$ cat src/rtl/result_serializer.sv
// Parallel-to-serial result framer: accepts a word over valid/ready into a one-entry
// holding buffer and shifts it out on one pin, framed by ser_frame, with a fixed idle gap.
module result_serializer #(
  parameter int unsigned WIDTH     = 16,
  parameter bit          MSB_FIRST = 1'b1,
  parameter int unsigned GAP       = 1
) (
  input  logic             clk,
  input  logic             reset,
  input  logic             enable,
  input  logic [WIDTH-1:0] in_data,
  input  logic             in_valid,
  output logic             in_ready,
  output logic             ser_data,
  output logic             ser_frame,
  output logic             frame_done,
  output logic             busy
);

  localparam int unsigned CW = $clog2(WIDTH);
  localparam int unsigned GW = 4;
  localparam logic [CW-1:0] LAST_BIT = CW'(WIDTH - 1);
  localparam logic [GW-1:0] LAST_GAP = GW'((GAP == 0) ? 0 : GAP - 1);
  localparam bit HAS_GAP = (GAP != 0);

  typedef enum logic [1:0] {
    IDLE  = 2'd0,
    SHIFT = 2'd1,
    GAPST = 2'd2
  } state_t;

  state_t           state, state_n;
  logic [WIDTH-1:0] shreg, shreg_n;
  logic [WIDTH-1:0] pend, pend_n;
  logic             pend_valid, pend_valid_n;
  logic [CW-1:0]    bit_cnt, bit_cnt_n;
  logic [GW-1:0]    gap_cnt, gap_cnt_n;
  logic             ser_data_n, ser_frame_n, frame_done_n, busy_n;
  logic             accept;
  logic             load;

  assign in_ready = enable && !pend_valid && !reset;
  assign accept   = in_valid && in_ready;

  // State register; serial pins are flops so they never glitch.
  always_ff @(posedge clk) begin
    if (reset) begin
      state      <= IDLE;
      shreg      <= '0;
      pend       <= '0;
      pend_valid <= 1'b0;
      bit_cnt    <= '0;
      gap_cnt    <= '0;
      ser_data   <= 1'b0;
      ser_frame  <= 1'b0;
      frame_done <= 1'b0;
      busy       <= 1'b0;
    end else begin
      state      <= state_n;
      shreg      <= shreg_n;
      pend       <= pend_n;
      pend_valid <= pend_valid_n;
      bit_cnt    <= bit_cnt_n;
      gap_cnt    <= gap_cnt_n;
      ser_data   <= ser_data_n;
      ser_frame  <= ser_frame_n;
      frame_done <= frame_done_n;
      busy       <= busy_n;
    end
  end

  // Next-state logic; with enable low every register keeps its value.
  always_comb begin
    state_n      = state;
    shreg_n      = shreg;
    pend_n       = pend;
    pend_valid_n = pend_valid;
    bit_cnt_n    = bit_cnt;
    gap_cnt_n    = gap_cnt;
    load         = 1'b0;

    if (enable) begin
      if (accept) begin
        pend_n       = in_data;
        pend_valid_n = 1'b1;
      end

      case (state)
        IDLE: begin
          if (pend_valid) load = 1'b1;
        end
        SHIFT: begin
          if (bit_cnt == LAST_BIT) begin
            if (HAS_GAP) begin
              state_n   = GAPST;
              gap_cnt_n = '0;
            end else if (pend_valid) begin
              load = 1'b1;
            end else begin
              state_n = IDLE;
            end
          end else begin
            shreg_n   = MSB_FIRST ? {shreg[WIDTH-2:0], 1'b0} : {1'b0, shreg[WIDTH-1:1]};
            bit_cnt_n = bit_cnt + CW'(1);
          end
        end
        GAPST: begin
          if (gap_cnt == LAST_GAP) begin
            if (pend_valid) load = 1'b1;
            else            state_n = IDLE;
          end else begin
            gap_cnt_n = gap_cnt + GW'(1);
          end
        end
        default: state_n = IDLE;
      endcase

      // pend is full here, so accept cannot be set in the same cycle
      if (load) begin
        state_n      = SHIFT;
        shreg_n      = pend;
        pend_valid_n = 1'b0;
        bit_cnt_n    = '0;
      end
    end

    ser_frame_n  = (state_n == SHIFT);
    ser_data_n   = ser_frame_n && (MSB_FIRST ? shreg_n[WIDTH-1] : shreg_n[0]);
    frame_done_n = ser_frame_n && (bit_cnt_n == LAST_BIT);
    busy_n       = (state_n != IDLE) || pend_valid_n;
  end

endmodule

$ cat config.mk
export PLATFORM = sky130hd
export DESIGN_NAME = result_serializer
export DESIGN_NICKNAME = d
export VERILOG_FILES = /design/src/rtl/result_serializer.sv
export SDC_FILE = /design/constraint.sdc
export NUM_CORES = 1
export LEC_CHECK = 0
export BUFFER_PORTS_ARGS = -buffer_cell sky130_fd_sc_hd__buf_2
export CORE_MARGIN = 2
export CORE_UTILIZATION = 28
export CTS_CLUSTER_SIZE = 16
export DETAILED_ROUTE_END_ITERATION = 8
export PLACE_DENSITY = 0.48
export SYNTH_ARGS = -nofsm -noshare
export SYNTH_HDL_FRONTEND = slang
export SYNTH_SLANG_ARGS = --single-unit
$ cat constraint.sdc
create_clock -name clk -period 5.7 [get_ports clk]
set_input_delay 0.285 -clock clk [delete_from_list [all_inputs] [get_ports clk]]
set_output_delay 0.285 -clock clk [all_outputs]
set_load 0.05 [all_outputs]
==> impl_metrics.yaml, run 1 <==
worst_setup_path:
  cp-end-kind: "register"
  startpoint_type: "register"
  cp.required_ns: 5.89
  critPathKind: "register to register"
  cp.arrival_ns: 3.22
  worst-path-max-fanout: 30
drt:
  dr.pass1.iters: 4
  drtAntennaViolNets: 0
  finalWirelength_um: 4680
  num_vias: 1824
  drc: 0
  drtIter0Drc: 100
  routedWlPerCell_um: 12.4
  vias_per_cell: 4.83
layout:
  fill_cells: 830
  syn_to_final_growth_pct: 11.9
  final_layout_size_suffix_gt1_frac: 0.140
  final_cell_mix: "nand2_1, dfxtp_1, nor2_1"
  stdcell_area_sq_um: 2370
  utilization: 0.325
  layout_commonest_cell: "nand2_1"
  diodes: 0
  layout.nets: 305
logic_synthesis:
  syn_inst: 267
  synth_seq_area_share: 0.444
  synth_edf_count: 0
  synth-seq-cells: 47
  synthFlopType: "dfxtp_1"
  syn_nets: 294
  ys_warn_count: 0
  synth.avg_cell_area_sq_um: 7.94
  synthArstFlopShare: 0
  synth_area_sq_um: 2120
  yosysUniqueCellTypes: 34
outcome:
  status: "complete, no violations"
sta:
  fin_crit_ns: 3.02
  setup_viol: 0
  worst_pin_slew_ns: 1.19
  fmax_ghz: 0.331
  slew_headroom: 0.199
  grt_setup_unrepaired: "no"
  fin_skew_ns: 0.00571
  slew_viol_final: 0
  hold_viol_final: 0
  min_period_over_period: 0.530
  finalSetupTns_ns: 0
clock_network:
  cts_buffer_depth: 2
  root_buffer: "clkbuf_8"
  cts_resized: 0
  numCtsBuffers: 5
  htreeDepth: 2
  clkSinkCount: 47
  path_clk_slew_ns: 0.09
  insertion_delay_ns: 0.30
  cts_tree: "done"
  post_cts_buffers: 0
  cts_hold_buf: 0
die:
  initial_utilization: 0.291
  die_area_sq_um: 8280
  io_pins: 25
  coreArea_sq_um: 7290
  num_rows: 31
  fp.dieW_um: 91.0
  dieHeight_um: 91.0
grt:
  grt_pass1_wl_um: 8330
  grt_max_degree: 39
  grtUsageTotal: 0.122
  grt-ovfl-total: 0
  grtUsageMet3: 0.0249
  top_usage_layer: "met2"
  antenna_found_initial: 0
  met1_usage: 0.173
  grt_pass1_vias: 1736
  grtUsageMet2: 0.184
flow_run:
  maxCapViolations: 0
power_and_ir_drop:
  leakage_nw: 0.803
  design_power_total_w: 0.000597
  vdd_drop_max_v: 0.000126
  p_per_area_nw_per_um2: 252
hold_path:
  hold_class: "input pin to register"
placement:
  dpl.hpwl_um: 3160
  placed_cell_area_sq_um: 2290
  io_buffers: 24
  globalplace.congestion: 0.770
==> cell families (layout without fill, tap and decap cells) <==
logic type,count (synthesis),after routing,synth area share
xor gates and xnor gates,4,4,0.0165
DFF,47,47,0.444
AOI/OAI and AO/OA,58,58,0.180
and+or+nand+nor,123,123,0.264
buffers and inverters,27,39,0.0496
adders and majority gates,7,7,0.0413
muxes,1,1,0.00472
==> final timing paths <==
path                         from                     to  slack (ns)  cells past startpoint
max           state[0]$_SDFF_PP0_  shreg[4]$_SDFFE_PP0P_        2.68                      6
min                   in_data[12]  pend[12]$_SDFFE_PP0P_        0.21                      3
max reg2reg   state[0]$_SDFF_PP0_  shreg[4]$_SDFFE_PP0P_        2.68                      6
min reg2reg  pend[5]$_SDFFE_PP0P_   pend[5]$_SDFFE_PP0P_        0.46                      2
==> metrics by stage <==
stage | setup WS, ns | instances | hold WS, ns
CTS | 2.65 | 378 | 0.202
detailed placement | 2.70 | 370 | 0.448
global route | 2.26 | 378 | 0.205
finish | 2.68 | 378 | 0.212
global placement | 2.84 | 370 | 0.445
floorplan | 3.15 | 267 | 0.421
==> registers in the layout (all words and copies together) (netlist names) <==
register    flops
shreg          16
bit_cnt         4
ser_data        1
pend           16
pend_valid      1
busy            1
state           2
ser_frame       1
frame_done      1
gap_cnt         4
==> critical path: stages, from the launching register on <==
cell      delay (ns)
dfxtp_1         0.42
inv_1           0.10
ha_1            0.25
and4bb_4        0.24
o21ai_1         0.91
a21oi_2         0.57
a311oi_1        0.41
==> metal layers <==
layer / vias up / share of wire
met1: 830 / 0.51
met2: 43 / 0.43
met5: - / 0
li1: 946 / -
met3: 5 / 0.047
met4: 0 / 0.015
==> report_power, final <==
part           internal [W]  switching [W]  leakage (nW)
clock network     0.0000842       0.000113        0.0477
registers          0.000339     0.00000628         0.381
logic             0.0000182      0.0000365         0.375
==> area by class of cell <==
type | instances | area (sq um) | share of cell area
Multi-Input combinational cell | 193 | 1080 | 0.454
Sequential cell | 47 | 941 | 0.397
Tap cell | 99 | 124 | 0.0522
Timing Repair Buffer | 24 | 120 | 0.0506
Clock buffer | 5 | 68.8 | 0.0290
Inverter | 7 | 26.3 | 0.0111
Clock inverter | 3 | 15.0 | 0.00633
==> cells in the mapped netlist, types with 4 or more instances <==
master	count	area, sq um
nand2_1	55	206
dfxtp_1	47	941
nor2_1	29	109
a21oi_1	23	115
nand3_1	21	105
clkbuf_1	17	63.8
a311oi_1	14	123
o21ai_0	8	40.0
ha_1	7	87.6
inv_1	7	26.3
nand4_1	4	25.0
(Power assumes the default switching activity.)
==> run 2: changes to the inputs <==
- ABC_AREA: default -> 1
- PLACE_DENSITY: 0.48 -> 0.5
- clock period: 5.7 -> 2.7 ns (I/O delays scaled with it)
==> run 2 against run 1 <==
Compared with the run above:
- clock power grew to 2.7 times the previous value
- via count is 6.6% higher
- power is 140% higher
- final cell count is 16% higher
- global-route usage is 0.074 points lower
- clock skew is 0.0021 ns higher
- synthesized cell count is 19% higher
- highest routed layer unchanged
- utilization hardly changed
- first-iteration DRC count is 11% lower
- non-clock buffer count is 1 higher
- critical path depth is 4 higher
- fmax is 61% higher
==> impl_metrics.yaml, run 2 <==
die:
  num_rows: 32
  io_pins: 25
  initial_utilization: 0.290
  fp.dieW_um: 93.8
  dieHeight_um: 93.8
  coreArea_sq_um: 7770
  die_area_sq_um: 8790
sta:
  min_period_over_period: 0.698
  fin_skew_ns: 0.00782
  finalSetupTns_ns: 0
  fin_crit_ns: 1.88
  hold_viol_final: 0
  fmax_ghz: 0.531
  setup_viol: 0
  slew_headroom: 0.607
  grt_setup_unrepaired: "no"
  hold-worst-slack_ns: 0.0443
  worst_slack_ns: 0.817
  worst_pin_slew_ns: 0.590
  slew_viol_final: 0
logic_synthesis:
  synth_seq_area_share: 0.417
  synth-seq-cells: 47
  synth_area_sq_um: 2260
  synthTopCellsByCount: "nor2_1, nand2_1, dfxtp_1, o21ai_0, inv_1"
  synth_area_leaders: "dfxtp_1, nor2_1, nand2_1"
  yosysTopAreaCell: "dfxtp_1"
  synth_edf_count: 0
  syn_nets: 344
  synth_most_common_cell: "nor2_1"
  synth.avg_cell_area_sq_um: 7.12
  synthFlopType: "dfxtp_1"
  ys_warn_count: 0
  syn_inst: 317
  synthArstFlopShare: 0
  synthDominantCellAreaShare: 0.417
  yosysUniqueCellTypes: 30
layout:
  multiInputGateArea_sq_um: 1110
  seqCellArea_sq_um: 941
  reg_top3: "pend: 16 flops, shreg: 16 flops"
  syn_to_final_growth_pct: 11.9
  final_cell_mix: "nor2_1, nand2_1, dfxtp_1"
  diodes: 0
  layout.nets: 363
  final_layout_size_suffix_gt1_frac: 0.142
  layout_commonest_cell: "nor2_1"
  fill_cells: 881
  stdcell_area_sq_um: 2520
placement:
  globalplace.congestion: 0.769
  dpl.hpwl_um: 3420
  place_ws_ns: 0.812
  placed_cell_area_sq_um: 2410
  io_buffers: 24
hold_path:
  worstHoldStart: "in_data[7]"
  hold_class: "input pin to register"
power_and_ir_drop:
  design_power_total_w: 0.00141
  p_per_area_nw_per_um2: 560
  vdd_drop_max_v: 0.000188
  leakage_nw: 1.10
worst_setup_path:
  cp-end-kind: "register"
  startpoint_type: "register"
  crit_start: "state[1]$_SDFF_PP0_"
  critPathKind: "register to register"
  worst_r2r_startpoint: "state[1]$_SDFF_PP0_"
  cp.required_ns: 2.95
  worst-path-max-fanout: 16
  cp.arrival_ns: 2.14
grt:
  grt-ovfl-total: 0
  grt_pass1_vias: 1781
  grt_pass1_wl_um: 8390
  antenna_found_initial: 0
  grtUsageTotal: 0.121
  grt_max_degree: 29
drt:
  dr.pass1.iters: 4
  drc: 0
  vias_per_cell: 4.43
  drtIter0Drc: 89
  routedWlPerCell_um: 11.1
  finalWirelength_um: 4860
  num_vias: 1944
  drtAntennaViolNets: 0
clock_network:
  clkSinkCount: 47
  numCtsBuffers: 5
  cts_resized: 0
  path_clk_slew_ns: 0.10
  post_cts_buffers: 0
  root_buffer: "clkbuf_8"
  cts_buffer_depth: 2
  htreeDepth: 2
  insertion_delay_ns: 0.30
  cts_tree: "done"
  cts_hold_buf: 0
outcome:
  status: "complete, no violations"
flow_run:
  maxCapViolations: 0
-- run 2: stage by stage --
stage / util / instances
after detailed placement: 0.310 / 431
after floorplan: - / 317
after CTS: 0.325 / 439
after global routing: 0.325 / 439
final: 0.325 / 439
after global placement: 0.310 / 431
-- run 2: cell families (layout without fill, tap and decap cells) --
group	after synthesis	in the layout	synth area share
simple gates	163	163	0.308
fa+ha+maj	7	7	0.0388
buf+inv	38	58	0.0904
xor+xnor	2	2	0.00777
compound gates	60	60	0.138
flops	47	47	0.417
-- run 2: layout make-up --
cell class,count,share of cell area
multi-input combinational,232,0.440
sequential,47,0.373
timing repair buffer,25,0.0505
tap,102,0.0505
inverter,25,0.0401
clock buffer,5,0.0273
clock inverter,3,0.0188
-- run 2: power by group --
| part | switching (W) | total (W) | internal, W |
|---|---|---|---|
| sequential | 0.0000153 | 0.000738 | 0.000723 |
| combinational | 0.0000906 | 0.000135 | 0.0000448 |
| clock | 0.000259 | 0.000540 | 0.000281 |
-- run 2: per-layer routing --
layer	track usage	up-vias	share of wire
met2	0.191	29	0.45
met5	0	-	0
li1	-	1043	-
met1	0.161	865	0.50
met3	0.0289	7	0.034
met4	0.0399	0	0.015
-- run 2: path summary, 6_finish.rpt --
path                            slack [ns]  depth (start not counted)                     to
worst max register to register        0.82                         10  frame_done$_SDFF_PP0_
worst min-delay path                  0.04                          3   pend[7]$_SDFFE_PP0P_
worst min register to register        0.46                          2   pend[0]$_SDFFE_PP0P_
worst max-delay path                  0.82                         10  frame_done$_SDFF_PP0_
-- run 2: critical path: stages, from the launching register on --
cell and delay (ns):
dfxtp_1 0.35, inv_1 0.12, ha_1 0.27, nand2_1 0.11
inv_1 0.41, nand2_1 0.13, nand2_1 0.09, nand3_1 0.09
nor2_1 0.11, nand2_1 0.05, nor2_1 0.08
==> run 3: changes to the inputs <==
- PLACE_DENSITY: 0.5 -> 0.48
- clock period: 2.7 -> 1.79 ns (I/O delays scaled with it)
==> run 3 against run 2 <==
Compared with the run above:
- die area unchanged
- power increased by 47%
- first-iteration DRC count shrank 34%
- worst hold slack got worse by 0.034 ns
- critical endpoint is now ser_data$_SDFF_PP0_
- largest cell class unchanged
==> impl_metrics.yaml, run 3 (synthesis results as in run 2) <==
outcome:
  status: "complete, no violations"
die:
  die_area_sq_um: 8790
  dieHeight_um: 93.8
  fp.dieW_um: 93.8
  num_rows: 32
  initial_utilization: 0.290
  coreArea_sq_um: 7770
  io_pins: 25
worst_setup_path:
  cp-end-kind: "register"
  startpoint_type: "register"
  cp.required_ns: 2.04
  critPathKind: "register to register"
  worst-path-max-fanout: 14
  r2r_slack_ns: 0.16
  cp.arrival_ns: 1.88
clock_network:
  root_buffer: "clkbuf_8"
  cts_tree: "done"
  post_cts_buffers: 0
  clkSinkCount: 47
  htreeDepth: 2
  numCtsBuffers: 5
  cts_buffer_depth: 2
  path_clk_slew_ns: 0.10
  insertion_delay_ns: 0.31
placement:
  dp.cells: 435
  globalplace.congestion: 0.829
  dpl.hpwl_um: 3380
  placed_cell_area_sq_um: 2460
  io_buffers: 24
power_and_ir_drop:
  leakage_nw: 1.15
  design_power_total_w: 0.00208
  vdd_drop_max_v: 0.000303
  p_per_area_nw_per_um2: 757
drt:
  dr.pass1.iters: 4
  vias_per_cell: 4.40
  drc: 0
  finalWirelength_um: 5370
  drtIter0Drc: 59
  routedWlPerCell_um: 11.8
  drtAntennaViolNets: 0
  num_vias: 2008
layout:
  diodes: 0
  stdcell_area_sq_um: 2740
  utilization: 0.353
  layout_commonest_cell: "nor2_1"
  final_layout_size_suffix_gt1_frac: 0.178
  final_cell_mix: "nor2_1, nand2_1, dfxtp_1"
  final_cells: 456
  syn_to_final_growth_pct: 21.6
  reg_top3: "pend: 16 flops, shreg: 16 flops"
  layout.nets: 380
  fill_cells: 884
grt:
  grtUsageTotal: 0.123
  grt_max_degree: 32
  antenna_found_initial: 0
  grt-ovfl-total: 0
  grt_pass1_vias: 1805
  grt_pass1_wl_um: 8670
sta:
  fin_crit_ns: 1.63
  setup_viol: 0
  slew_viol_final: 0
  hold-worst-slack_ns: 0.0107
  fin_skew_ns: 0.00394
  hold_viol_final: 0
  worst_pin_slew_ns: 0.403
  min_period_over_period: 0.910
  fmax_ghz: 0.614
  slew_headroom: 0.731
hold_path:
  hold_class: "input pin to register"
flow_run:
  maxCapViolations: 0
run 3: what timing repair did:
action                                 4_1_cts  5_1_grt
hold buffers                                11        0
resized for setup                            2       15
setup endpoints to repair                    3       21
gates cloned                                 0        2
pin swaps                                    0        2
endpoints found under the hold margin       11        0
run 3: critical path, stage by stage (launching register included):
cell	delay, ns
dfxtp_1	0.35
inv_1	0.08
ha_1	0.25
nand4_4	0.22
nand2_8	0.20
nand2_4	0.08
a21oi_2	0.16
nand2_1	0.12
nor2_1	0.11
run 3: final cells by class:
class                      instances  area (sq um)  area share
multi-input combinational        234          1180       0.430
inverter                          25           104      0.0378
tap                              102           128      0.0465
timing repair buffer              40           293       0.107
clock inverter                     3          27.5      0.0100
sequential                        47           943       0.344
clock buffer                       5          68.8      0.0251
run 3: where the power goes:
| group | total, W | leakage [nW] | switching [W] | internal, W |
|---|---|---|---|---|
| Combinational | 0.000248 | 0.721 | 0.000151 | 0.0000973 |
| Sequential | 0.00112 | 0.383 | 0.0000250 | 0.00109 |
| Clock | 0.000712 | 0.0467 | 0.000422 | 0.000290 |
| Total | 0.00208 | 1.15 | 0.000598 | 0.00148 |
run 3: metal layers:
metal,up-vias,GRT usage,part of all wire
li1,1079,-,-
met1,899,0.166,0.52
met2,22,0.198,0.45
met3,8,0.0217,0.020
met4,0,0.0399,0.014
met5,-,0,0
run 3: final timing paths:
| kind | endpoint | from | cells after the start |
|---|---|---|---|
| min | pend[14]$_SDFFE_PP0P_ | in_data[14] | 3 |
| min reg2reg | pend[1]$_SDFFE_PP0P_ | pend[1]$_SDFFE_PP0P_ | 2 |
| max | ser_data$_SDFF_PP0_ | gap_cnt[0]$_SDFFE_PP0P_ | 8 |
| max reg2reg | ser_data$_SDFF_PP0_ | gap_cnt[0]$_SDFFE_PP0P_ | 8 |
run 3: per-stage QoR:
stage / worst slack, ns / setup TNS, ns
2_1_floorplan: 0.180 / 0
3_3_place_gp: -0.00641 / -0.00641
3_5_place_dp: 0.00295 / 0
4_1_cts: 0.0200 / 0
5_1_grt: -0.000357 / -0.000357
6_report: 0.162 / 0
